$ cat config.mk
export PLATFORM = sky130hd
export DESIGN_NAME = fetch_unit
export DESIGN_NICKNAME = d
export VERILOG_FILES = /design/src/rtl/fetch_unit.sv
export SDC_FILE = /design/constraint.sdc
export NUM_CORES = 1
export LEC_CHECK = 0
export CAP_MARGIN = 20
export CORE_MARGIN = 1
export CORE_UTILIZATION = 43
export CTS_CLUSTER_SIZE = 14
export DETAILED_ROUTE_END_ITERATION = 7
export PLACE_DENSITY = 0.8
export SLEW_MARGIN = 10
export SYNTH_ARGS = -nofsm -noshare
export SYNTH_HDL_FRONTEND = slang
export SYNTH_SLANG_ARGS = --single-unit
export TNS_END_PERCENT = 20
$ cat constraint.sdc
create_clock -name clk -period 2.81 [get_ports clk]
set_clock_uncertainty 0.15 [all_clocks]
set_input_delay 0.4215 -clock clk [delete_from_list [all_inputs] [get_ports clk]]
set_output_delay 0.4215 -clock clk [all_outputs]
set_load 0.01 [all_outputs]
$ cat src/rtl/fetch_unit.sv
// -----------------------------------------------------------------------------
// fetch_unit
//   Instruction fetch sequencer. A four-state FSM (IDLE, ADDR, READ, DONE)
//   presents a byte address to instruction memory, strobes a read, latches
//   the returned 16-bit word into the instruction register and advances the
//   PC by two, wrapping at the end of the memory.
//
// Parameters
//   MEM_BYTES  instruction-memory size in bytes; legal PCs are even and
//              below this value
//   RESET_PC   PC value loaded by reset
//
// Ports
//   clk        rising-edge system clock
//   rst        asynchronous active-high reset
//   fetch_req  request the next instruction (level, honoured only in IDLE)
//   stall      holds off the start of a new fetch while high
//   pc_load    load pc_target into the PC (honoured only in IDLE)
//   pc_target  branch/jump target byte address
//   instr_in   word returned by memory: {byte[pc+1], byte[pc]}
//   pc         byte address to instruction memory (registered)
//   im_read    memory read strobe (registered)
//   ir         instruction register (registered)
//   ir_valid   one-cycle pulse marking a newly fetched word in ir
//   busy       high whenever the FSM is not in IDLE
//   fault      sticky flag set by an illegal pc_target; cleared only by reset
// -----------------------------------------------------------------------------
module fetch_unit #(
    parameter int          MEM_BYTES = 32,
    parameter logic [15:0] RESET_PC  = 16'h0000
) (
    input  logic        clk,
    input  logic        rst,
    input  logic        fetch_req,
    input  logic        stall,
    input  logic        pc_load,
    input  logic [15:0] pc_target,
    input  logic [15:0] instr_in,
    output logic [15:0] pc,
    output logic        im_read,
    output logic [15:0] ir,
    output logic        ir_valid,
    output logic        busy,
    output logic        fault
);

    typedef enum logic [1:0] {
        IDLE = 2'd0,
        ADDR = 2'd1,
        READ = 2'd2,
        DONE = 2'd3
    } state_t;

    state_t state;

    // One extra bit so the limit and the pc+2 sum can be compared without
    // overflow when MEM_BYTES reaches the full 16-bit address space.
    localparam logic [16:0] MEM_LIMIT = 17'(MEM_BYTES);

    // Sequential PC with wrap-around at the top of instruction memory.
    function automatic logic [15:0] next_pc(input logic [15:0] cur);
        if (({1'b0, cur} + 17'd2) >= MEM_LIMIT)
            return 16'h0000;
        else
            return cur + 16'd2;
    endfunction

    // A target must be half-word aligned and inside the memory.
    function automatic logic target_legal(input logic [15:0] t);
        return (t[0] == 1'b0) && ({1'b0, t} < MEM_LIMIT);
    endfunction

    always_ff @(posedge clk or posedge rst) begin
        if (rst) begin
            state    <= IDLE;
            pc       <= RESET_PC;
            ir       <= 16'h0000;
            ir_valid <= 1'b0;
            im_read  <= 1'b0;
            fault    <= 1'b0;
        end else begin
            case (state)
                IDLE: begin
                    im_read  <= 1'b0;
                    ir_valid <= 1'b0;
                    // A load always takes priority over a fetch request in
                    // the same cycle; the fetch must be requested again.
                    if (pc_load) begin
                        if (target_legal(pc_target))
                            pc <= pc_target;
                        else
                            fault <= 1'b1;
                    end else if (fetch_req && !stall && !fault) begin
                        state <= ADDR;
                    end
                end
                // Address is held one full cycle with the strobe low so the
                // memory sees a clean rising edge on im_read.
                ADDR: begin
                    im_read <= 1'b1;
                    state   <= READ;
                end
                READ: begin
                    ir       <= instr_in;
                    pc       <= next_pc(pc);
                    ir_valid <= 1'b1;
                    im_read  <= 1'b0;
                    state    <= DONE;
                end
                DONE: begin
                    ir_valid <= 1'b0;
                    state    <= IDLE;
                end
                default: begin
                    state <= IDLE;
                end
            endcase
        end
    end

    assign busy = (state != IDLE);

endmodule

# Word-level counts from Yosys, hierarchy flattened
# Cells that the tools add are included.
[totals] latchBits=0 input_bits=37 memories=0 romBits=0 ff_bits=37 ram_bits=0
[op_classes] mul=0 n_lt_le_gt_ge=2 div_mod_pow=0 n_reduce_logical=15 eq_ne=7 muxes=9 add_sub_neg=2 n_shift=0 bitwise=2
[ops] cell="2-to-1 mux 16 bit" n=3
[ops] cell="case mux 16 bit (2 select lines)" n=1
[ops] cell="adder 16 x 2 -> 17 bit, second input constant" n=1
[ops] cell=">= comparator 17 x 6 -> 1 bit, second input constant" n=1
[ops] cell="adder 16 x 2 -> 16 bit, second input constant" n=1
[ops] cell="less-than comparator 16 x 6 -> 1 bit, second input constant" n=1
[ops] cell="!= test 2 bit, second input constant" n=4
[ops] cell="case mux 2 bit (4 select lines)" n=1
[ops] cell="nonzero test 2 bit" n=4
[ops] cell="AND reduction 3 bit" n=2
[ops] cell="equality test 2 bit, second input constant" n=2
[ops] cell="2-to-1 mux 2 bit" n=2
[ops] cell="case mux 1 bit (2 select lines)" n=2
[ops] cell="OR reduction 2 bit" n=2
[ops] cell="logical AND 1 bit" n=3
[ops] cell="equality test 2 x 1 -> 1 bit, second input constant" n=1
[ops] cell="zero test 1 bit" n=2
[ops] cell="zero test 2 bit" n=1
[ops] cell="inverter 1 bit" n=2
[ops] cell="AND reduction 2 bit" n=1

# Depth between registers and ports, before layout
[depth] depth_word=6 mapped_depth=8 mapped_depth_nobuf=7

# Worst setup path before layout
# OpenSTA, ideal clock, no wires.
[synth_path] kind="reg-to-reg" start="reg pc[2]" end="reg pc[2]" t_required_ns=2.594 synth_period_minus_slack_ns=2.217 slack_ns=0.593 arrival_time_ns=2.000 path_stages_with_launch=8 path_buffers=0 path_cell_list="dfrtp_1 > ha_1 > nand3_1 > or4_4 > a21oi_4 > nor2_2 > nor4_4 > a221o_1"
[synth_via] elab_chain_len=4 elab_cells_between_ends=5 cone_classes="2 x add/sub; 1 x order compare; 2 x mux"
[synth_lines] item="from (decl)" line="39" rtl="output logic [15:0] pc,"
[synth_lines] item="from (signal assigned)" line="90" rtl="pc <= pc_target;"
[synth_lines] item="from (signal assigned)" line="105" rtl="pc <= next_pc(pc);"
[synth_lines] item="adder 16 x 2 -> 17 bit" line="62" rtl="if (({1'b0, cur} + 17'd2) >= MEM_LIMIT)"
[synth_lines] item=">= comparator 17 x 6 -> 1 bit" line="62"
[synth_lines] item="2-to-1 mux 16 bit *" line="62"
[synth_lines] item="case mux 16 bit (2 select lines) *" line="82" rtl="case (state)"
# Mark *: on every way between the ends. The rest lies on a longest branch, timed or not.
# A chain may end at the register's enable or synchronous reset.

# Worst setup path after layout
[layout_path] start="reg pc[1]" end="reg pc[4]"
# Same word-level chain as after synthesis.

==> results.tsv <==
metric	value	unit
row count	23	
Crit path required time	2890	ps
Int Power	1.64	mW
startpoint types	register	
Buf/Inv on CP	0	
Post-synth EDFFs	0	
starting density of the core	45.4	%
Post-DP HPWL	3.01	mm
Nets	278	
Total Routing Usage GR	19.5	%
Via density	5.36	
Slew Limit Fails	0	
Clock power frac	18.6	%
ys flop type	dfrtp_1	
crit-path max FO	11	
Post-Route WL	4.08	mm
met2 GRT Util	34.5	%
Max Clock Freq	406	MHz
layout cells sized above 1	15.2	%
sequential share of the synthesized area	50.2	%
biggest area consumer among synthesized cells	dfrtp_1	
grt met1 use	22.2	%
maximum clock insertion buffer count	2	
Worst Tran Pin Value	517	ps
Post-Synthesis Net Count	203	
vias in the first global route	1484	
initial antenna violation count	0	
final hold viol count	0	
post-synthesis register bit count	37	
vias	1537	
Finish-stage setup viols	0	
CTS tree	built	
sw frac	33.1	%
final period utilization	87.6	%
Worst VDD drop	0.000626	V
Resized Gates After CTS	0	
TritonCTS buffer count	5	
Flop pwr share	35.6	%
number of diodes	0	
H-tree depth	2	
most used standard cell by instance count after synthesis	dfrtp_1	
worst setup margin	349	ps
Worst-Skew Late Latency	280	ps
dpl cell area	0.00262	mm2
crit path DAT	2540	ps
die span in x	67.5	um
die height	67.5	um
pwr/cell area	898	mW/mm2
Syn Inst Count	161	
top-area cell type share of the netlist area	50.2	%
RSZ-0062 raised after global routing	no	
synth unique cells	45	
PnR Total Power	2.45	mW
Core Footprint	0.00406	mm2
clk root buf	clkbuf_8	
GRT overflow	0	
DRC	0	
worst reg2reg path depth	7	
CTS Sinks	37	
Tightest Hold Check Type	reg2reg	
CP Depth	7	
max incr delay on CP	540	ps
WL/cell	14.2	um
synthesized cell area	0.00184	mm2
crit end category	register	
Net Switching	0.812	mW
maxcap violations	0	
gp weighted congestion	0.799	
Syn. warnings	0	
status	completed	
Slew headroom	65.1	%
first-pass GRT wire length	6.60	mm
M3 GR Usage	5.91	%
Critical Setup Path Class	reg2reg	
slowest stage cell, crit path	dfrtp_1	
largest net degree at the start of global routing	38	
Layout area overhead	48.3	%
synth cell count leaders	37 x dfrtp_1, 17 x mux2_2, 11 x and2_1	
Top Family by Delay on Critical Path	simple AND/OR/NAND/NOR gates	
Clock transition at path regs	80	ps
post-place setup slack	371	ps
Synth area leaders	dfrtp_1 50%, mux2_2 10%, and2_1 3.7%	
Leak	1.14	nW
DR iter-0 viols	65	
min Tclk post-route	2460	ps
CP Cell Sequence	ha_1, nand3_1, or4_4, a21oi_4, nor2_2, nor4_4, a221o_1	
Post-synth ARST share	100	%
port bufs	72	
combinational share of power	45.8	%
Die ar.	0.00455	mm2
hold bufs inserted after CTS	0	
post-CTS setup buffers	0	
post-route cell area	0.00273	mm2
Most Used Layer, Global Route	met2	
Top Ports	73	
Cells on Worst Hold Path	2	
ANT nets after route	0	
average size of a mapped cell	11.4	um2
setup TNS	0	ps
drt first pass iters	4	
Final Core Density	67.4	%
==> flip-flops by register name, summed over array words and instances, names as in the netlist <==
register,count
fault,1
pc,16
im_read,1
ir,16
state,2
ir_valid,1
==> cell families after synthesis <==
family,count (synthesis),synth area share (%)
XOR/XNOR,3,1.43
adder cells (fa/ha/maj),5,3.39
flip-flops,37,50.2
multiplexers,17,10.4
buffers and inverters,13,2.85
AND/OR/NAND/NOR,59,19.9
AO/OA/AOI/OAI,27,11.8
==> power by group through the flow <==
stage / clock (mW) / sequential [mW] / combinational [mW]
2_1_floorplan: 0 / 0.899 / 0.603
3_3_place_gp: 0 / 0.868 / 1.12
3_5_place_dp: 0 / 0.885 / 1.13
4_1_cts: 0.472 / 0.875 / 1.14
5_1_grt: 0.495 / 0.904 / 1.22
6_report: 0.457 / 0.874 / 1.12
==> worst paths after layout <==
path / start / endpoint / slack, ps
max: pc[1] / pc[4] / 350
min: im_read / im_read / 330
max reg2reg: pc[1] / pc[4] / 350
min reg2reg: im_read / im_read / 330
max in group asynchronous: rst / pc[12] / 1790
min in group asynchronous: rst / ir[1] / 400
==> per-layer routing <==
layer | share of wire (%) | up-vias
li1 | - | 737
met1 | 42 | 742
met2 | 49 | 53
met3 | 8.0 | 5
met4 | 1.3 | 0
met5 | 0 | -
==> layout make-up <==
cell class / count / area, um2
multi-input combinational: 111 / 865
sequential: 37 / 926
fill: 312 / 1320
inverter: 6 / 22.5
clock buffer: 5 / 68.8
tap: 50 / 62.6
clock inverter: 3 / 46.3
timing repair buffer: 75 / 743
==> cells in the final DEF (no fill, tap or decap), types with 4 or more instances in the layout <==
cell type	netlist	routed
mux2_2	17	17
ha_1	5	5
nor3b_1	4	4
nor2_1	5	5
clkbuf_8	0	5
and2_1	11	11
nor3_1	5	5
nor2b_1	4	4
inv_1	6	6
nand2_1	7	7
nand3_1	5	5
clkdlybuf4s50_1	0	72
dfrtp_1	37	37
==> per-stage QoR <==
stage               std cells  hold WS (ps)
finish                    287           329
global route              287           354
CTS                       287           334
detailed placement        279           316
global placement          279           311
floorplan                 161           361
==> worst reg2reg max path, cell delays in order (launching register included) <==
cell	delay, ps
dfrtp_1	540
ha_1	330
nand3_1	170
or4_4	530
a21oi_4	160
nor2_2	70
nor4_4	260
a221o_1	200
Note: power is estimated with default switching activity, not from simulation.
